===== src/rtl/ps2_frame_receiver_if.sv =====
// Receive-side stream bundle of the PS/2 frame receiver.
// master = receiver, slave = downstream consumer.
interface ps2_frame_receiver_if #(
  parameter int DATA_BITS  = 8,
  parameter int FIFO_DEPTH = 4
);
  localparam int CW = $clog2(FIFO_DEPTH) + 1;

  logic [DATA_BITS-1:0] rx_data;
  logic                 rx_valid;
  logic                 rx_ready;
  logic [CW-1:0]        rx_count;
  logic                 rx_parity_err;
  logic                 rx_frame_err;
  logic                 rx_timeout;
  logic                 rx_overflow;

  modport master (
    output rx_data,
    output rx_valid,
    input  rx_ready,
    output rx_count,
    output rx_parity_err,
    output rx_frame_err,
    output rx_timeout,
    output rx_overflow
  );

  modport slave (
    input  rx_data,
    input  rx_valid,
    output rx_ready,
    input  rx_count,
    input  rx_parity_err,
    input  rx_frame_err,
    input  rx_timeout,
    input  rx_overflow
  );
endinterface


===== src/rtl/ps2_frame_receiver.sv =====
// PS/2 device-to-host frame receiver: start/parity/stop checking,
// inactivity timeout and a show-ahead output FIFO.
module ps2_frame_receiver #(
  parameter int DATA_BITS      = 8,
  parameter int PARITY_EN      = 1,
  parameter int TIMEOUT_CYCLES = 24000,
  parameter int FIFO_DEPTH     = 4
) (
  input  logic clk,
  input  logic rst,
  input  logic enable,
  input  logic ps2_clk_edge,
  input  logic ps2_data,
  ps2_frame_receiver_if.master rx
);

  localparam int BW = $clog2(DATA_BITS);
  localparam int TW = $clog2(TIMEOUT_CYCLES);
  localparam int AW = $clog2(FIFO_DEPTH);
  localparam int CW = AW + 1;

  typedef enum logic [1:0] {
    IDLE,
    DATA,
    PARITY,
    STOP
  } state_t;

  state_t state;
  state_t state_nx;

  logic [BW-1:0]        bcnt;
  logic [DATA_BITS-1:0] shreg;
  logic                 par;
  logic [TW-1:0]        tcnt;

  logic [DATA_BITS-1:0] mem [FIFO_DEPTH];
  logic [AW-1:0]        wr_ptr;
  logic [AW-1:0]        rd_ptr;
  logic [CW-1:0]        count;

  logic parity_err_q;
  logic frame_err_q;
  logic timeout_q;
  logic overflow_q;

  logic last_bit;
  logic expire;
  logic stop_edge;
  logic par_ok;
  logic good;
  logic empty;
  logic full;
  logic pop;
  logic push;

  assign last_bit  = bcnt == BW'(DATA_BITS - 1);
  assign expire    = (state != IDLE) && !ps2_clk_edge &&
                     (tcnt == TW'(TIMEOUT_CYCLES - 1));
  assign stop_edge = ps2_clk_edge && (state == STOP);
  assign par_ok    = (PARITY_EN == 0) || ((^shreg) ^ par);
  assign good      = stop_edge && par_ok && ps2_data;

  assign empty = count == '0;
  assign full  = count == CW'(FIFO_DEPTH);
  assign pop   = !empty && rx.rx_ready;
  assign push  = good && (!full || pop);

  always_ff @(posedge clk) begin
    if (!rst) state <= IDLE;
    else      state <= state_nx;
  end

  always_comb begin
    state_nx = state;
    if (expire) begin
      state_nx = IDLE;
    end else if (ps2_clk_edge) begin
      unique case (state)
        IDLE:   if (enable && !ps2_data) state_nx = DATA;
        DATA:   if (last_bit)
                  state_nx = (PARITY_EN != 0) ? PARITY : STOP;
        PARITY: state_nx = STOP;
        STOP:   state_nx = IDLE;
        default: state_nx = IDLE;
      endcase
    end
  end

  always_ff @(posedge clk) begin
    if (!rst) begin
      bcnt  <= '0;
      shreg <= '0;
      par   <= 1'b0;
      tcnt  <= '0;
    end else begin
      if (state == IDLE || ps2_clk_edge || expire) tcnt <= '0;
      else                                         tcnt <= tcnt + TW'(1);
      if (expire) begin
        bcnt  <= '0;
        shreg <= '0;
      end else if (ps2_clk_edge && state == DATA) begin
        shreg <= {ps2_data, shreg[DATA_BITS-1:1]};
        bcnt  <= last_bit ? '0 : bcnt + BW'(1);
      end
      if (ps2_clk_edge && state == PARITY) par <= ps2_data;
    end
  end

  // Storage needs no reset: rx_data is masked while the FIFO is empty.
  always_ff @(posedge clk) begin
    if (push) mem[wr_ptr] <= shreg;
  end

  always_ff @(posedge clk) begin
    if (!rst) begin
      wr_ptr       <= '0;
      rd_ptr       <= '0;
      count        <= '0;
      parity_err_q <= 1'b0;
      frame_err_q  <= 1'b0;
      timeout_q    <= 1'b0;
      overflow_q   <= 1'b0;
    end else begin
      if (push) wr_ptr <= wr_ptr + AW'(1);
      if (pop)  rd_ptr <= rd_ptr + AW'(1);
      unique case ({push, pop})
        2'b10:   count <= count + CW'(1);
        2'b01:   count <= count - CW'(1);
        default: ;
      endcase
      parity_err_q <= stop_edge && !par_ok;
      frame_err_q  <= stop_edge && par_ok && !ps2_data;
      timeout_q    <= expire;
      overflow_q   <= good && full && !pop;
    end
  end

  assign rx.rx_data       = empty ? '0 : mem[rd_ptr];
  assign rx.rx_valid      = !empty;
  assign rx.rx_count      = count;
  assign rx.rx_parity_err = parity_err_q;
  assign rx.rx_frame_err  = frame_err_q;
  assign rx.rx_timeout    = timeout_q;
  assign rx.rx_overflow   = overflow_q;

endmodule


===== src/flat_wrapper.sv =====
// flat-port wrapper written by rule: the top's interface ports become plain ports
module ps2_frame_receiver_flat 
#(
  parameter int DATA_BITS      = 8,
  parameter int PARITY_EN      = 1,
  parameter int TIMEOUT_CYCLES = 24000,
  parameter int FIFO_DEPTH     = 4
)
  (clk, rst, enable, ps2_clk_edge, ps2_data, rx_rx_data, rx_rx_valid, rx_rx_ready, rx_rx_count, rx_rx_parity_err, rx_rx_frame_err, rx_rx_timeout, rx_rx_overflow);
  ps2_frame_receiver_if #(.DATA_BITS(DATA_BITS), .FIFO_DEPTH(FIFO_DEPTH)) rx_i ();
  input  logic clk;
  input  logic rst;
  input  logic enable;
  input  logic ps2_clk_edge;
  input  logic ps2_data;
  output wire logic [$bits(rx_i.rx_data)-1:0] rx_rx_data;
  output wire logic [$bits(rx_i.rx_valid)-1:0] rx_rx_valid;
  input wire logic [$bits(rx_i.rx_ready)-1:0] rx_rx_ready;
  output wire logic [$bits(rx_i.rx_count)-1:0] rx_rx_count;
  output wire logic [$bits(rx_i.rx_parity_err)-1:0] rx_rx_parity_err;
  output wire logic [$bits(rx_i.rx_frame_err)-1:0] rx_rx_frame_err;
  output wire logic [$bits(rx_i.rx_timeout)-1:0] rx_rx_timeout;
  output wire logic [$bits(rx_i.rx_overflow)-1:0] rx_rx_overflow;
  assign rx_rx_data = rx_i.rx_data;
  assign rx_rx_valid = rx_i.rx_valid;
  assign rx_i.rx_ready = rx_rx_ready;
  assign rx_rx_count = rx_i.rx_count;
  assign rx_rx_parity_err = rx_i.rx_parity_err;
  assign rx_rx_frame_err = rx_i.rx_frame_err;
  assign rx_rx_timeout = rx_i.rx_timeout;
  assign rx_rx_overflow = rx_i.rx_overflow;
  ps2_frame_receiver #(.DATA_BITS(DATA_BITS), .PARITY_EN(PARITY_EN), .TIMEOUT_CYCLES(TIMEOUT_CYCLES), .FIFO_DEPTH(FIFO_DEPTH)) u_core (.clk(clk), .rst(rst), .enable(enable), .ps2_clk_edge(ps2_clk_edge), .ps2_data(ps2_data), .rx(rx_i));
endmodule

===== config.mk =====
export PLATFORM = sky130hd
export DESIGN_NAME = ps2_frame_receiver_flat
export DESIGN_NICKNAME = d
export VERILOG_FILES = /design/src/rtl/ps2_frame_receiver_if.sv /design/src/rtl/ps2_frame_receiver.sv /design/src/flat_wrapper.sv
export SDC_FILE = /design/constraint.sdc
export NUM_CORES = 1
export LEC_CHECK = 0
export CORE_UTILIZATION = 30
export CTS_BUF_LIST = sky130_fd_sc_hd__clkbuf_2 sky130_fd_sc_hd__clkbuf_4 sky130_fd_sc_hd__clkbuf_8
export CTS_CLUSTER_DIAMETER = 100
export DETAILED_ROUTE_END_ITERATION = 7
export GPL_TIMING_DRIVEN = 0
export PLACE_DENSITY_LB_ADDON = 0.3
export SYNTH_ARGS = -nofsm -noshare
export SYNTH_HDL_FRONTEND = slang
export SYNTH_SLANG_ARGS = --single-unit

===== constraint.sdc =====
create_clock -name clk -period 2.6 [get_ports clk]
set_clock_uncertainty 0.1 [all_clocks]
set_input_delay 0.52 -clock clk [delete_from_list [all_inputs] [get_ports clk]]
set_output_delay 0.52 -clock clk [all_outputs]
set_load 0.01 [all_outputs]

* Yosys cells after proc, flatten, opt, wreduce, memory -nomap -nowiden
Memory sizes are Yosys's and may differ from the RTL's. A register that Yosys moved wholly into a read port is not among the register bits. Cells that the tools add are included.
Storage, ports and cells: bits in registers 40, memory bits (writable) 32, output and inout bits 16, memories kept 1
Cells by class: $add $sub $neg 6, eq/ne operators 10, multiplexer cells 10, bitwise operators 2, reductions and logical operators 31
Memory list:
- u_core.mem | words 4, bits a word 8, read ports 1, clocked after Yosys merged registers in 1, write ports 1, RTL line ps2_frame_receiver.sv:37 | logic [DATA_BITS-1:0] mem [FIFO_DEPTH];
Operators with widths (count):
- adder 15 x 1 -> 15 bit, second input constant | 1
- equality test 15 bit, second input constant | 1
- logical AND 1 bit | 14
- two-way mux 2 bit | 4
- two-way mux 8 bit | 1
- case mux 2 bit (4 select lines) | 1
- XOR reduction 8 bit | 1
- adder 3 x 1 -> 3 bit, second input constant | 2
- equality test 2 bit, second input constant | 3
- equality test 3 bit, second input constant | 2
- logical NOT 1 bit | 6
- case mux 3 bit (2 select lines) | 1
- adder 2 x 1 -> 2 bit, second input constant | 2
- equality test 2 x 1 -> 1 bit, second input constant | 2
- inequality test 2 x 1 -> 1 bit, second input constant | 2
- nonzero test 2 bit | 2
- OR reduction 2 bit | 2
- logical NOT 3 bit | 1
- logical OR 1 bit | 3
- two-way mux 3 bit | 1
- AND reduction 3 bit | 1
- subtractor 3 x 1 -> 3 bit, second input constant | 1
- logical NOT 2 bit | 1
- two-way mux 1 bit | 2
- other kinds (2) | 2

* Logic depth before layout (Yosys ltp)
depth in word-level cells 7, gate-level depth with buffers 11, depth with buffers taken out 11

* Worst setup path after synthesis
No wires, ideal clock.
path type input port to flip-flop, start point input rx_rx_ready, end point register u_core.count[2] (netlist: u_core.rx.rx_count[2]), setup time 70 ps, data arrival time 2540 ps, data required time 2430 ps, setup slack -110 ps, stages 10, cells stage by stage or4b_2 nand3_1 mux2i_4 inv_1 ha_1 inv_1 fa_1 xor2_1 or3_1 a21oi_1
Between the ends: word-level cells in the longest chain between the ends 5, elaborated cells on any way between the ends 7, classes of those cells 2 x eq/ne; 1 x mux; 4 x reduce/logical
Ends and longest elaborated chain:
- start: declaration | RTL line flat_wrapper.sv:18 | input wire logic [$bits(rx_i.rx_ready)-1:0] rx_rx_ready;
- logical AND 1 bit * | RTL line ps2_frame_receiver.sv:66 | assign pop = !empty && rx.rx_ready;
- logical OR 1 bit | RTL line ps2_frame_receiver.sv:67 | assign push = good && (!full || pop);
- logical AND 1 bit | RTL line ps2_frame_receiver.sv:67
- equality test 2 x 1 -> 1 bit / equality test 2 bit (equally long branches) | RTL line ps2_frame_receiver.sv:127 | unique case ({push, pop})
- case mux 3 bit (2 select lines) / nonzero test 2 bit (equally long branches)
- end signal: assignment | RTL line ps2_frame_receiver.sv:128 | 2'b10: count <= count + CW'(1);
- end signal: assignment | RTL line ps2_frame_receiver.sv:129 | 2'b01: count <= count - CW'(1);
- end: declaration | RTL line ps2_frame_receiver.sv:40 | logic [CW-1:0] count;
Mark *: on every way between the ends. The rest lies on a longest branch, timed or not. A chain may end at the register's enable or synchronous reset.

* Worst setup path after layout
start point register u_core.shreg[3], end point register u_core.count[2] (netlist: u_core.rx.rx_count[2])
Between the ends: word-level cells in the longest chain between the ends 7, elaborated cells on any way between the ends 9, classes of those cells 2 x eq/ne; 1 x mux; 1 x bitwise; 5 x reduce/logical
Ends and longest elaborated chain:
- start: declaration | RTL line ps2_frame_receiver.sv:33 | logic [DATA_BITS-1:0] shreg;
- start signal: assignment | RTL line ps2_frame_receiver.sv:103 | shreg <= {ps2_data, shreg[DATA_BITS-1:1]};
- XOR reduction 8 bit * | RTL line ps2_frame_receiver.sv:61 | assign par_ok = (PARITY_EN == 0) || ((^shreg) ^ par);
- XOR 1 bit * | RTL line ps2_frame_receiver.sv:61
- logical AND 1 bit * (2 in a row) | RTL line ps2_frame_receiver.sv:62 | assign good = stop_edge && par_ok && ps2_data;
- logical AND 1 bit * | RTL line ps2_frame_receiver.sv:67
- equality test 2 x 1 -> 1 bit / equality test 2 bit (equally long branches) | RTL line ps2_frame_receiver.sv:127
- case mux 3 bit (2 select lines) / nonzero test 2 bit (equally long branches)
Marks and branches as above.

==> results.md <==
- The setup slack of the worst register-to-register path is approximately 0.035 ns.
- The total power after layout is between 2 and 2.5 mW.
- The power per standard cell area is 554.0 nW/um^2.
- The number of nets in the finished design is 333.
- In the routed layout, each cell is associated on average with a via count of around 4.5.
- The core region is between 10000 and 15000 sq um.
- The cell count after synthesis came out at 271.
- The number of filler cells placed in the layout is 1026.
- The number of global-route vias before repair is 2021.
- The critical path goes through xor2_1 -> xnor3_2 -> mux2i_4 -> inv_2 -> ha_4 -> inv_2 -> fa_2 -> xor2_1 -> or3_1 -> a21oi_1.
- The count of pins on the block boundary is 22.
- Hold repair after CTS inserted 0 buffers.
- After synthesis, the largest family of logic cells by area is simple AND/OR/NAND/NOR gates.
- The layout cell share with drive strength beyond 1 is 22.26%.
- The clock tree from TritonCTS is built.
- The initial antenna violation count is 0.
- The first TritonRoute pass finished after 5 iterations.
- The insertion delay of the later-clocked pin in the worst-skew pair is 0.34 ns.
- Clock tree synthesis inserted a total of 9 buffers.
- The mean post-synth cell area is about 12 sq um.
- Setup violations remaining at the end of the flow were counted as 0.
- The critical hold path startpoint is u_core.tcnt[0].
- The cell area after layout is 3959 sq um.
- The residual overflow from global routing is 0.
- The clock root buffer is sky130_fd_sc_hd__clkbuf_8.
- After Yosys synthesis, XOR and XNOR cells account for 6.646% of the synthesized area.
- The area added between synthesis and finish is 22.97%.
- The initialized floorplan defines 37 standard-cell rows.
- After Yosys synthesis, and, or, nand and nor cells account for about 17% of the synthesized area.
- Once detailed placement completed, the half-perimeter wirelength came to roughly 3800 um.
- After synthesis the netlist holds a flip-flop and latch count of 74.
- The highest attainable clock frequency is 389.9 MHz.
- In this run the deepest clock path goes through 2 buffers.
- The signal arrival time at the worst endpoint is about 2.8 ns.
- The compound-gate portion of the synthesized area is ~5.4%.
- The relative slew slack is 67.60%.
- The clock transition at the register clock pins on the worst setup and hold paths after CTS is 0.09 ns.
- The antenna diode instance count is 0.
- The post-synthesis adder-cell area fraction is 5.286%.
- The critical path class is reg -> reg.
- The overall track demand over capacity in global routing is 10.88%.
- The netlist area before placement is around 3200 sq um.
- Along the worst hold path, the cell count comes to 1.
- The slowest stage of the critical path belongs to the cell sky130_fd_sc_hd__xnor3_2.
- The number of remaining DRC errors is 0.
- The portion of synthesized area spent on multiplexers is approximately 7.2%.
- In the layout the commonest cells are 34 x sky130_fd_sc_hd__dfxtp_1, 32 x sky130_fd_sc_hd__edfxtp_1, 30 x sky130_fd_sc_hd__nand2_1.
- The number of DRC markers after the initial detailed-route iteration is 75.
- The destination of the worst register-to-register timing path is u_core.rx.rx_count[2].
- The final worst-path cycle share is ~99%.
- After detailed placement, the total cell area comes to ~3600 sq um.
- The most frequent standard cell in the layout excluding fill and tap cells is sky130_fd_sc_hd__dfxtp_1.
- Dividing the detail-routed wire length by the instance count gives around 12 um.
- The worst-case hold path end point is u_core.tcnt[0].
- Entering global routing, the biggest net connects 16 pins.
- The netlist uses 42 different library cells.
- The worst register-to-register path has a depth of 10.
- The clock period could shrink to 2.565 ns.
- Once detail routing completed, the nets flagged for antenna violations numbered 0.
- Across the run, the number of max-cap violations was 0.
- The clock tree synthesis step divided the H-tree into 3 levels.
- Sequential elements use 55.97% of the synthesized area.
- Counting every net in the synthesized netlist gives between 200 and 300.
- The number of clock sinks seen by CTS is 74.
- The flow ran to the end, and the final reports show no timing, DRC or antenna violations.
- The die is 105.6 um wide.
- The floorplan die height is 105.6 um.
- The number of failing hold endpoints at the final stage is 0.
- The worst path required time is 2.78 ns.
- The area used by multi-input combinational logic is 1363 sq um.
- The worst register-to-register path begins at u_core.shreg[3].
- Summing over every cut layer, the via total after detailed routing is around 2000.
- The final number of max-transition violations is 0.
- The kind of launch point of the worst setup path is a flip-flop.
- The port buffer count is 21.
- Setup repair after global routing could not meet its margin everywhere.
- The global-route wire length before repair is 9411 um.
- The static leakage is 1.480 nW.
- The worst ir drop on vdd is ~0.22 mV.
- Wires add up to 5653 um.
- The worst stage delay on the critical path is 0.49 ns.
- Routability-driven placement finished with a final weighted congestion of 0.7250.
- Yosys printed 0 warnings.
- The die covers 11150 sq um.
- The path class of the tightest hold or removal check is reg -> reg.
- The effective utilization at floorplan is 31.04%.
- Registers take 1819 sq um.
- The transition time at the pin with the least slew margin is 0.4860 ns.
- The kind of end point of the critical path is a flip-flop.
- Of all nets on the critical path, the largest fanout is 4.
stage by stage:
stage               worst slack, ns  setup TNS [ns]  util [%]  hold slack [ns]  cells
floorplan                   0.03394               0         -           0.3121    271
global placement            -0.5885          -7.608     34.85           0.3212    428
detailed placement          -0.6038          -7.569     34.85           0.3307    428
CTS                        -0.04383        -0.04383     37.07           0.3433    444
global route               -0.05965        -0.05965     38.18           0.3570    455
finish                      0.03534               0     38.18           0.3397    455
routing by layer:
layer  wire, um  vias up  track usage, %  part of all wire, %
met1       2478      979           12.55                   44
met4         55        0           4.167                 0.97
met2       2887       29           18.84                   51
met5          0        -               0                    0
li1           -     1037               -                    -
met3        232        7           3.401                  4.1
sequential cells by signal, summed over array words and instances, names as in the netlist, named ones only:
register	flops
u_core.mem	32
u_core.tcnt	15
u_core.shreg	8
u_core.bcnt	3
u_core.rx.rx_count	3
u_core.rd_ptr	2
u_core.state	2
u_core.wr_ptr	2
u_core.par	1
u_core.rx.rx_frame_err	1
u_core.rx.rx_overflow	1
u_core.rx.rx_parity_err	1
u_core.rx.rx_timeout	1
final cells by class:
type                       instances  share of cell area (%)
clock inverter                     7                   2.086
inverter                          13                   1.233
multi-input combinational        176                   34.42
timing repair buffer              34                   7.807
sequential                        74                   45.95
tap                              136                   4.298
clock buffer                       9                   3.129
buffer                             6                   1.075
critical path: cells and delay by family, from the launching register on:
kind            cells  cell delay (ns)
xor+xnor            3             0.79
fa+ha+maj           2             0.48
mux                 1             0.22
buf+inv             2             0.11
compound gates      1             0.13
simple gates        1             0.30
flops               1             0.38
cells in the mapped netlist:
library cell	number	area, sq um
sky130_fd_sc_hd__clkbuf_1	4	15.01
sky130_fd_sc_hd__nand3_1	9	45.04
sky130_fd_sc_hd__ha_1	12	150.1
sky130_fd_sc_hd__o41ai_4	1	27.53
sky130_fd_sc_hd__and4_1	2	17.52
sky130_fd_sc_hd__nand4_1	3	18.77
sky130_fd_sc_hd__xnor3_2	2	47.55
sky130_fd_sc_hd__nor2_1	25	93.84
sky130_fd_sc_hd__clkbuf_2	1	5.000
sky130_fd_sc_hd__or4_1	2	15.01
sky130_fd_sc_hd__mux2i_4	1	22.52
sky130_fd_sc_hd__o31ai_4	1	21.27
sky130_fd_sc_hd__mux2i_1	3	30.03
sky130_fd_sc_hd__a21oi_1	17	85.08
sky130_fd_sc_hd__buf_6	1	11.26
sky130_fd_sc_hd__and3_1	3	18.77
sky130_fd_sc_hd__o21ai_0	2	10.01
sky130_fd_sc_hd__dfxtp_1	42	840.8
sky130_fd_sc_hd__or2_2	1	6.260
sky130_fd_sc_hd__nand2_1	30	112.6
sky130_fd_sc_hd__or3b_4	1	11.26
sky130_fd_sc_hd__fa_1	1	20.02
sky130_fd_sc_hd__nand3b_1	1	7.510
sky130_fd_sc_hd__buf_2	1	5.000
sky130_fd_sc_hd__nand2_2	1	6.260
sky130_fd_sc_hd__a211oi_1	1	7.510
sky130_fd_sc_hd__nand2b_1	1	6.260
sky130_fd_sc_hd__a221oi_1	1	8.760
sky130_fd_sc_hd__edfxtp_1	32	960.9
sky130_fd_sc_hd__xor2_1	13	113.9
sky130_fd_sc_hd__nor3_1	4	20.02
sky130_fd_sc_hd__buf_4	1	7.510
sky130_fd_sc_hd__nor4b_1	1	8.760
sky130_fd_sc_hd__xnor2_1	6	52.55
sky130_fd_sc_hd__and2_2	4	30.03
sky130_fd_sc_hd__or4_4	1	11.26
sky130_fd_sc_hd__or4b_2	1	10.01
sky130_fd_sc_hd__mux4_2	8	180.2
sky130_fd_sc_hd__or3_1	3	18.77
sky130_fd_sc_hd__o31ai_1	2	15.01
sky130_fd_sc_hd__and2_1	12	75.07
sky130_fd_sc_hd__inv_1	13	48.80
logic make-up (layout without fill, tap and decap cells):
family	after synthesis	count (layout)
AND/OR/NAND/NOR	105	105
AO/OA/AOI/OAI	25	25
buffers and inverters	21	69
multiplexers	12	12
adder cells (fa/ha/maj)	13	13
XOR/XNOR	21	21
flip-flops	74	74
report_power, final:
| part | switching [mW] | internal, mW |
|---|---|---|
| Sequential | 0.00463 | 1.20 |
| Clock | 0.465 | 0.460 |
| Combinational | 0.0358 | 0.0249 |
| Total | 0.506 | 1.69 |
worst max path at each step:
stage	start	end	slack, ns	depth (start not counted)
CTS	u_core.shreg[5]	u_core.rx.rx_count[2]	-0.04	10
detailed placement	ps2_data	u_core.rx.rx_count[2]	-0.60	11
finish	u_core.shreg[3]	u_core.rx.rx_count[2]	0.04	10
global route	u_core.shreg[3]	u_core.rx.rx_count[2]	-0.06	10
global placement	ps2_data	u_core.rx.rx_count[2]	-0.59	11
floorplan	u_core.shreg[4]	u_core.rx.rx_count[2]	0.03	10
repair_timing:
item	CTS	global route
setup buffers	2	11
endpoints found under the setup margin	10	9
pin swaps	1	5
hold endpoints to repair	0	0
gates resized for setup	17	13
(Power assumes the default switching activity.)
